--- config.mk ---
export PLATFORM = sky130hd
export DESIGN_NAME = rf_writeback_flat
export DESIGN_NICKNAME = d
export VERILOG_FILES = /design/src/rtl/rf_wb_pkg.sv /design/src/rtl/rf_wb_if.sv /design/src/rtl/rf_wb_buffer.sv /design/src/rtl/rf_writeback.sv /design/src/flat_wrapper.sv
export SDC_FILE = /design/constraint.sdc
export NUM_CORES = 1
export LEC_CHECK = 0
export ABC_CLOCK_PERIOD_IN_PS = 4600
export BUFFER_PORTS_ARGS = -buffer_cell sky130_fd_sc_hd__buf_2
export CORE_MARGIN = 5
export CORE_UTILIZATION = 50
export DETAILED_ROUTE_END_ITERATION = 12
export GPL_ROUTABILITY_DRIVEN = 0
export HOLD_SLACK_MARGIN = 0.1
export PLACE_DENSITY = 0.78
export SETUP_SLACK_MARGIN = 0.2
export SYNTH_ARGS = -nofsm -noshare
export SYNTH_HDL_FRONTEND = slang
export SYNTH_SLANG_ARGS = --single-unit
--- constraint.sdc ---
create_clock -name clk -period 4.6 [get_ports clk]
set_input_delay 0 -clock clk [delete_from_list [all_inputs] [get_ports clk]]
set_output_delay 0 -clock clk [all_outputs]
set_load 0.02 [all_outputs]
--- src/rtl/rf_wb_pkg.sv ---
// Shared constants and entry type for the register-file writeback block.
//   RF_AW / RF_DW  : register address / data width of the 32x32 file
//   RF_WB_DEPTH    : default load-result buffer depth
//   wb_entry_t     : one load-buffer slot at the default widths
package rf_wb_pkg;
  localparam int RF_AW       = 5;
  localparam int RF_DW       = 32;
  localparam int RF_WB_DEPTH = 4;

  typedef struct packed {
    logic             valid;
    logic [RF_AW-1:0] wa;
    logic [RF_DW-1:0] wd;
  } wb_entry_t;
endpackage

--- src/rtl/rf_wb_if.sv ---
// Bus bundle between the writeback block and its surroundings.
//   master : the writeback block (drives ld_ready, write port, forwarded data, pending)
//   slave  : producers / decode / register file side
interface rf_wb_if import rf_wb_pkg::*; #(
  parameter int DEPTH = RF_WB_DEPTH,
  parameter int AW    = RF_AW,
  parameter int DW    = RF_DW
);
  localparam int CW = $clog2(DEPTH) + 1;

  logic          alu_valid;
  logic [AW-1:0] alu_wa;
  logic [DW-1:0] alu_wd;
  logic          ld_valid;
  logic [AW-1:0] ld_wa;
  logic [DW-1:0] ld_wd;
  logic          ld_ready;
  logic          we3;
  logic [AW-1:0] wa3;
  logic [DW-1:0] wd3;
  logic [AW-1:0] ra1, ra2;
  logic [DW-1:0] rf_rd1, rf_rd2;
  logic [DW-1:0] rd1, rd2;
  logic [CW-1:0] pending;

  modport master (
    input  alu_valid, alu_wa, alu_wd, ld_valid, ld_wa, ld_wd,
           ra1, ra2, rf_rd1, rf_rd2,
    output ld_ready, we3, wa3, wd3, rd1, rd2, pending
  );
  modport slave (
    output alu_valid, alu_wa, alu_wd, ld_valid, ld_wa, ld_wd,
           ra1, ra2, rf_rd1, rf_rd2,
    input  ld_ready, we3, wa3, wd3, rd1, rd2, pending
  );
endinterface

--- src/rtl/rf_wb_buffer.sv ---
// Killable ring buffer of load results.
//   push_*   : store {wa,wd} at tail as a valid entry
//   pop_i    : retire the head entry (caller guarantees count != 0)
//   kill_*   : clear valid on every stored entry whose wa matches
//   head_*   : current head entry, count_o : occupied slots (live + killed)
//   lk_*     : per read port, youngest valid entry matching lk_ra_i
module rf_wb_buffer import rf_wb_pkg::*; #(
  parameter int DEPTH = RF_WB_DEPTH,
  parameter int AW    = RF_AW,
  parameter int DW    = RF_DW,
  parameter int NP    = 2,
  localparam int PW   = $clog2(DEPTH),
  localparam int CW   = PW + 1
) (
  input  logic                   clk,
  input  logic                   rst_n,
  input  logic                   push_i,
  input  logic [AW-1:0]          push_wa_i,
  input  logic [DW-1:0]          push_wd_i,
  input  logic                   pop_i,
  input  logic                   kill_i,
  input  logic [AW-1:0]          kill_wa_i,
  output logic                   head_vld_o,
  output logic [AW-1:0]          head_wa_o,
  output logic [DW-1:0]          head_wd_o,
  output logic [CW-1:0]          count_o,
  input  logic [NP-1:0][AW-1:0]  lk_ra_i,
  output logic [NP-1:0]          lk_hit_o,
  output logic [NP-1:0][DW-1:0]  lk_wd_o
);
  logic [DEPTH-1:0]         vld_q;
  logic [DEPTH-1:0][AW-1:0] wa_q;
  logic [DEPTH-1:0][DW-1:0] wd_q;
  logic [PW-1:0]            head_q, tail_q, lk_idx;
  logic [CW-1:0]            count_q, count_d;

  assign count_d    = count_q + CW'(push_i) - CW'(pop_i);
  assign head_vld_o = vld_q[head_q];
  assign head_wa_o  = wa_q[head_q];
  assign head_wd_o  = wd_q[head_q];
  assign count_o    = count_q;

  // Slots outside [head, tail) always hold valid=0 (pop clears it), so kill
  // and lookup only need to look at valid bits, not ring membership.
  always_ff @(posedge clk or negedge rst_n) begin
    if (!rst_n) begin
      vld_q   <= '0;
      wa_q    <= '0;
      wd_q    <= '0;
      head_q  <= '0;
      tail_q  <= '0;
      count_q <= '0;
    end else begin
      for (int i = 0; i < DEPTH; i++)
        if (kill_i && vld_q[i] && wa_q[i] == kill_wa_i) vld_q[i] <= 1'b0;
      if (pop_i) begin
        vld_q[head_q] <= 1'b0;
        head_q        <= head_q + PW'(1);
      end
      // Push lands on an empty slot, after the kill: a same-cycle push is
      // younger than the ALU write and survives.
      if (push_i) begin
        vld_q[tail_q] <= 1'b1;
        wa_q[tail_q]  <= push_wa_i;
        wd_q[tail_q]  <= push_wd_i;
        tail_q        <= tail_q + PW'(1);
      end
      count_q <= count_d;
    end
  end

  // Walk back from tail-1; the first valid match is the youngest.
  always_comb begin
    lk_hit_o = '0;
    lk_wd_o  = '0;
    lk_idx   = '0;
    for (int p = 0; p < NP; p++)
      for (int k = 1; k <= DEPTH; k++) begin
        lk_idx = tail_q - PW'(k);
        if (!lk_hit_o[p] && vld_q[lk_idx] && wa_q[lk_idx] == lk_ra_i[p]) begin
          lk_hit_o[p] = 1'b1;
          lk_wd_o[p]  = wd_q[lk_idx];
        end
      end
  end
endmodule

--- src/rtl/rf_writeback.sv ---
// Writeback initiator for the register file's single write port.
//   clk, rst_n : clock, async active-low reset
//   bus        : ALU / load producers, write port we3/wa3/wd3, read
//                forwarding ra/rf_rd -> rd, ld_ready and pending
// ALU results write immediately; loads queue and drain into idle slots.
module rf_writeback import rf_wb_pkg::*; #(
  parameter int DEPTH = RF_WB_DEPTH,
  parameter int DW    = RF_DW,
  parameter int AW    = RF_AW,
  localparam int CW   = $clog2(DEPTH) + 1
) (
  input  logic clk,
  input  logic rst_n,
  rf_wb_if.master bus
);
  logic                 alu_wr, push, pop, ld_rdy;
  logic                 head_vld;
  logic [AW-1:0]        head_wa;
  logic [DW-1:0]        head_wd;
  logic [CW-1:0]        count;
  logic [1:0][AW-1:0]   ra;
  logic [1:0][DW-1:0]   rf_rd, lk_wd, rd;
  logic [1:0]           lk_hit;

  assign alu_wr = bus.alu_valid && bus.alu_wa != '0;
  assign ld_rdy = count < CW'(DEPTH);
  // r0 loads complete the handshake but are never stored.
  assign push   = bus.ld_valid && ld_rdy && bus.ld_wa != '0;
  // A killed head retires even while the ALU owns the port.
  assign pop    = count != '0 && (!head_vld || !alu_wr);

  rf_wb_buffer #(.DEPTH(DEPTH), .AW(AW), .DW(DW), .NP(2)) u_buf (
    .clk       (clk),
    .rst_n     (rst_n),
    .push_i    (push),
    .push_wa_i (bus.ld_wa),
    .push_wd_i (bus.ld_wd),
    .pop_i     (pop),
    .kill_i    (alu_wr),
    .kill_wa_i (bus.alu_wa),
    .head_vld_o(head_vld),
    .head_wa_o (head_wa),
    .head_wd_o (head_wd),
    .count_o   (count),
    .lk_ra_i   (ra),
    .lk_hit_o  (lk_hit),
    .lk_wd_o   (lk_wd)
  );

  always_comb begin
    bus.we3 = 1'b0;
    bus.wa3 = '0;
    bus.wd3 = '0;
    if (alu_wr) begin
      bus.we3 = 1'b1;
      bus.wa3 = bus.alu_wa;
      bus.wd3 = bus.alu_wd;
    end else if (count != '0 && head_vld) begin
      bus.we3 = 1'b1;
      bus.wa3 = head_wa;
      bus.wd3 = head_wd;
    end
  end

  assign ra    = {bus.ra2, bus.ra1};
  assign rf_rd = {bus.rf_rd2, bus.rf_rd1};

  always_comb begin
    rd = '0;
    for (int n = 0; n < 2; n++) begin
      if (ra[n] == '0)                             rd[n] = '0;
      else if (bus.alu_valid && bus.alu_wa == ra[n]) rd[n] = bus.alu_wd;
      else if (lk_hit[n])                          rd[n] = lk_wd[n];
      else                                         rd[n] = rf_rd[n];
    end
  end

  assign bus.rd1      = rd[0];
  assign bus.rd2      = rd[1];
  assign bus.ld_ready = ld_rdy;
  assign bus.pending  = count;
endmodule

--- src/flat_wrapper.sv ---
// flat-port wrapper written by rule: the top's interface ports become plain ports
module rf_writeback_flat import rf_wb_pkg::*;
#(
  parameter int DEPTH = RF_WB_DEPTH,
  parameter int DW    = RF_DW,
  parameter int AW    = RF_AW,
  localparam int CW   = $clog2(DEPTH) + 1
)
  (clk, rst_n, bus_alu_valid, bus_alu_wa, bus_alu_wd, bus_ld_valid, bus_ld_wa, bus_ld_wd, bus_ra1, bus_ra2, bus_rf_rd1, bus_rf_rd2, bus_ld_ready, bus_we3, bus_wa3, bus_wd3, bus_rd1, bus_rd2, bus_pending);
  rf_wb_if #(.DEPTH(DEPTH), .AW(AW), .DW(DW)) bus_i ();
  input  logic clk;
  input  logic rst_n;
  input wire logic [$bits(bus_i.alu_valid)-1:0] bus_alu_valid;
  input wire logic [$bits(bus_i.alu_wa)-1:0] bus_alu_wa;
  input wire logic [$bits(bus_i.alu_wd)-1:0] bus_alu_wd;
  input wire logic [$bits(bus_i.ld_valid)-1:0] bus_ld_valid;
  input wire logic [$bits(bus_i.ld_wa)-1:0] bus_ld_wa;
  input wire logic [$bits(bus_i.ld_wd)-1:0] bus_ld_wd;
  input wire logic [$bits(bus_i.ra1)-1:0] bus_ra1;
  input wire logic [$bits(bus_i.ra2)-1:0] bus_ra2;
  input wire logic [$bits(bus_i.rf_rd1)-1:0] bus_rf_rd1;
  input wire logic [$bits(bus_i.rf_rd2)-1:0] bus_rf_rd2;
  output wire logic [$bits(bus_i.ld_ready)-1:0] bus_ld_ready;
  output wire logic [$bits(bus_i.we3)-1:0] bus_we3;
  output wire logic [$bits(bus_i.wa3)-1:0] bus_wa3;
  output wire logic [$bits(bus_i.wd3)-1:0] bus_wd3;
  output wire logic [$bits(bus_i.rd1)-1:0] bus_rd1;
  output wire logic [$bits(bus_i.rd2)-1:0] bus_rd2;
  output wire logic [$bits(bus_i.pending)-1:0] bus_pending;
  assign bus_i.alu_valid = bus_alu_valid;
  assign bus_i.alu_wa = bus_alu_wa;
  assign bus_i.alu_wd = bus_alu_wd;
  assign bus_i.ld_valid = bus_ld_valid;
  assign bus_i.ld_wa = bus_ld_wa;
  assign bus_i.ld_wd = bus_ld_wd;
  assign bus_i.ra1 = bus_ra1;
  assign bus_i.ra2 = bus_ra2;
  assign bus_i.rf_rd1 = bus_rf_rd1;
  assign bus_i.rf_rd2 = bus_rf_rd2;
  assign bus_ld_ready = bus_i.ld_ready;
  assign bus_we3 = bus_i.we3;
  assign bus_wa3 = bus_i.wa3;
  assign bus_wd3 = bus_i.wd3;
  assign bus_rd1 = bus_i.rd1;
  assign bus_rd2 = bus_i.rd2;
  assign bus_pending = bus_i.pending;
  rf_writeback #(.DEPTH(DEPTH), .DW(DW), .AW(AW)) u_core (.clk(clk), .rst_n(rst_n), .bus(bus_i));
endmodule
==> results <==
- After synthesis, the cell types taking the most area are sky130_fd_sc_hd__dfrtp_1 (26%), sky130_fd_sc_hd__mux4_2 (19%), sky130_fd_sc_hd__mux2_2 (15%), sky130_fd_sc_hd__nand2_1 (4.8%), sky130_fd_sc_hd__mux2i_1 (4.6%).
- The class of the worst hold path is input port to flip-flop.
- The share of flip-flops with an asynchronous set or reset is 100.0%.
- The flow ran to the end, and the final reports show no timing, DRC or antenna violations.
- Leaving out fill and tap cells, the most frequent cells in the layout are sky130_fd_sc_hd__buf_2 (256), sky130_fd_sc_hd__mux2_2 (209), sky130_fd_sc_hd__nand2_1 (192), sky130_fd_sc_hd__dfrtp_1 (155), sky130_fd_sc_hd__mux4_2 (126).
- The count of final hold-check violations is 0.
- Across the VDD grid, the largest voltage drop is 0.4774 mV.
- The repair_antennas step left the layout with diodes totalling 0.
- The area growth from synthesis to layout is 17.78%.
- The sequential element share of the synthesized area is between 20% and 30%.
- After synthesis, the share of cell area in mux cells is 38.45%.
- The number of synthesis warnings is 0.
- For this block, the via count after detailed routing is 15040.
- Power spread over the standard cell area amounts to 775.9 mW/mm2.
- The clock network latency to the later pin of the worst-skew pair is around 450 ps.
- Setup repair after global routing could not meet its margin everywhere.
- Total power for the finished layout comes to 14000 uW.
- In the finished design, the share of the clock period the worst path needs comes to 93.14%.
- Dividing the synthesized area by the synthesized cell count gives 10.13 um2.
- Summing the areas of all compound-gate instances in the mapped netlist gives 13.87% of the synthesized area.
- The tree is rooted in a sky130_fd_sc_hd__clkbuf_16.
- The die covers 0.03425 mm2.
- The synthesized netlist devotes 11.46% of its cell area to simple gates.
- The footprint of the multi-input gates is 0.01088 mm2.
- Of the cells placed in the final design, the portion with a size suffix greater than 1 is between 40% and 50%.
- TritonCTS built the clock tree.
- The maximum net fanout on the critical path is 27.
- The routed wirelength normalized by instance count is 27.76 um.
- The number of pins with negative max-slew slack in the final report came to 0.
- Synthesis instantiated 69 different standard cells from the library.
- Global routing used 33.83% of the available tracks across all layers.
- The post-detailed-routing wire length is 59.13 mm.
- Entering global routing, the biggest net connects 120 pins.
- The via count of the first global-routing pass is 15110.
- The count of TritonRoute iterations in the first routing pass is 6.
- The first global-routing pass estimated 88.78 mm of wire.
- Of the total synthesized cell area, the portion taken by XOR and XNOR cells is 4.287%.
- The number of fill cells is roughly 2500.
- The setup TNS is 0 ps.
- The main combinational cell family by area after synthesis is multiplexers.
- The leftover overflow at the end of global routing is 0.
- Synthesis inferred 159 register bits.
- The sequential cell area is 0.003989 mm2.
- Data on the critical path is required at its endpoint by about 4600 ps.
- The DRC violation count after routing is 0.
- The library cell used most frequently in the layout, excluding fill and tap cells, is sky130_fd_sc_hd__buf_2.
- The number of nets in the layout is 1884.
- Detailed placement finished with a half-perimeter wire length of 39.59 mm.
- In the synthesized netlist, the number of instances is 1513.
- Input and output buffers added on the ports amount to approximately 260.
- The effective utilization at floorplan is 50.36%.
- The normalized max-slew margin is 19.17%.
- In this run the deepest clock path goes through 2 buffers.
- After detailed routing, the number of vias per cell comes to 7.061.
- The count of flip-flops with a built-in enable after synthesis is 0.
- Counting every net in the synthesized netlist gives 1676.
- The actual slew at the worst max-slew pin is 1212 ps.
- The total of endpoints with negative setup slack in the final report is 0.
- Of the post-synthesis cell area, the dominant cell type holds 25.97%.
- Data on the critical path arrives at its endpoint at 4280 ps.
- For this block, the initial DRC count from the detailed router was 1776.
- The final core utilization is 59.31%.
- The highest attainable clock frequency is 233.4 MHz.
- The finished layout cell area is 0.01805 mm2.
- The cell area after technology mapping is 0.01532 mm2.
- The critical path is of the flip-flop to output pin type.
- Clock skew on the completed layout was measured at roughly 10 ps.
- Clock tree synthesis inserted a total of 17 buffers.
- Pin placement for this block handled 258 I/O pins.
- The H-tree was split into 4 levels.
- The primary flip-flop cell chosen by synthesis mapping is sky130_fd_sc_hd__dfrtp_1.
- The floorplan step set the die height to 185.1 um.
- Summed over all cells, the static leakage comes to 0.007618 uW.
- The die is 185.1 um wide.
- The worst setup path is captured at an output pin.
- The number of standard-cell rows in the floorplan is 64.
- The number of violations of the max-capacitance limit is 0.
- The detail route stage leaves a number of antenna-violating nets equal to 0.
- The initial antenna violation count was 0.
- For the finished layout, the period the worst path requires is 4285 ps.
- After floorplanning, the core was sized to cover 0.03043 mm2.
- The cell area after placement is ~0.017 mm2.
- The adder and majority gate portion of the synthesized area is less than 1%.
- The clock drives 159 sinks.
- The largest total area in the synthesized netlist belongs to sky130_fd_sc_hd__dfrtp_1.
- STA classifies the critical path startpoint as a flip-flop.
- After clock tree synthesis, the clock-pin slew on the worst setup and hold paths is 60 ps.
-- power breakdown --
part	leakage, uW	total (uW)	switching [uW]	internal [uW]
logic	0.00544	9360	4970	4390
registers	0.00191	3210	1090	2120
clock network	0.000269	1430	662	771
total	0.00762	14000	6720	7280
-- final cells by class --
cell class | instances | share of cell area (%)
Multi-Input combinational cell | 1186 | 60.28
Clock buffer | 19 | 2.454
Tap cell | 396 | 2.745
Sequential cell | 159 | 22.10
Timing Repair Buffer | 337 | 11.29
Inverter | 20 | 0.4229
Clock inverter | 13 | 0.7140
-- synthesized netlist by cell type, types with 18 or more instances --
library cell and count:
sky130_fd_sc_hd__xor2_1 23, sky130_fd_sc_hd__nand3_1 51, sky130_fd_sc_hd__buf_2 26, sky130_fd_sc_hd__nand2_1 196, sky130_fd_sc_hd__xnor2_1 52, sky130_fd_sc_hd__o21ai_0 72
sky130_fd_sc_hd__a31oi_1 19, sky130_fd_sc_hd__a221oi_1 23, sky130_fd_sc_hd__dfrtp_1 159, sky130_fd_sc_hd__mux2_2 209, sky130_fd_sc_hd__a21oi_1 71, sky130_fd_sc_hd__mux2i_1 70
sky130_fd_sc_hd__nor2_1 70, sky130_fd_sc_hd__clkbuf_1 86, sky130_fd_sc_hd__mux4_2 126, sky130_fd_sc_hd__inv_1 18
-- per-layer routing --
layer / track usage [%] / vias up / share of wire [%]
li1: - / 6196 / -
met5: 0 / - / 0
met3: 10.25 / 286 / 13
met4: 18.12 / 0 / 6.3
met2: 53.53 / 1256 / 46
met1: 41.76 / 7301 / 35
-- cells by family (layout without fill, tap and decap cells) --
family,Yosys count,in the layout
AO/OA/AOI/OAI,306,306
XOR/XNOR,75,75
adder cells (fa/ha/maj),11,11
buffers and inverters,168,389
flip-flops,159,159
multiplexers,405,405
AND/OR/NAND/NOR,389,389
-- what timing repair did --
item	CTS	global route
gates resized for setup	3	4
setup endpoints to repair	24	27
pin swaps	0	2
hold endpoints to repair	266	0
hold buffers	38	0
setup buffers	0	4
gates cloned	0	1
-- flip-flops by register name, summed over array words and instances (netlist names) --
name and count:
u_core.u_buf.vld_q 4, u_core.u_buf.wa_q 20, u_core.u_buf.tail_q 2, u_core.u_buf.count_o 3
u_core.u_buf.wd_q 128, u_core.u_buf.head_q 2
-- through the flow --
stage | worst slack, ps | instances | hold WS, ps
after floorplan | 238.1 | 1513 | -295.6
after global placement | 687.1 | 2055 | 232.3
after detailed placement | 549.2 | 2055 | 254.3
after CTS | 215.4 | 2125 | 106.7
after global routing | 189.3 | 2130 | 139.5
final | 315.5 | 2130 | 117.4
-- final timing paths --
check                                             start                      end  slack (ps)  cells past startpoint
worst max-delay path             u_core.u_buf.tail_q[0]               bus_rd2[2]         320                     11
worst min-delay path                       bus_ld_valid   u_core.u_buf.tail_q[0]         120                      3
worst max register to register    u_core.u_buf.vld_q[3]  u_core.u_buf.count_o[2]        1670                      9
worst min register to register  u_core.u_buf.count_o[2]  u_core.u_buf.count_o[2]         530                      1
max in group asynchronous                         rst_n    u_core.u_buf.wd_q[70]        3080                      3
min in group asynchronous                         rst_n   u_core.u_buf.wd_q[123]         300                      2
-- critical path, cell delays in order (launching register included) --
cell and delay, ps:
sky130_fd_sc_hd__dfrtp_4 480, sky130_fd_sc_hd__clkinv_2 250, sky130_fd_sc_hd__ha_4 500, sky130_fd_sc_hd__mux4_2 380, sky130_fd_sc_hd__xnor2_1 180, sky130_fd_sc_hd__nand4_1 230
sky130_fd_sc_hd__or2_1 280, sky130_fd_sc_hd__buf_4 260, sky130_fd_sc_hd__nor2_4 390, sky130_fd_sc_hd__a211oi_1 110, sky130_fd_sc_hd__o41ai_2 510, sky130_fd_sc_hd__buf_2 250
Note: power is estimated with default switching activity, not from simulation.
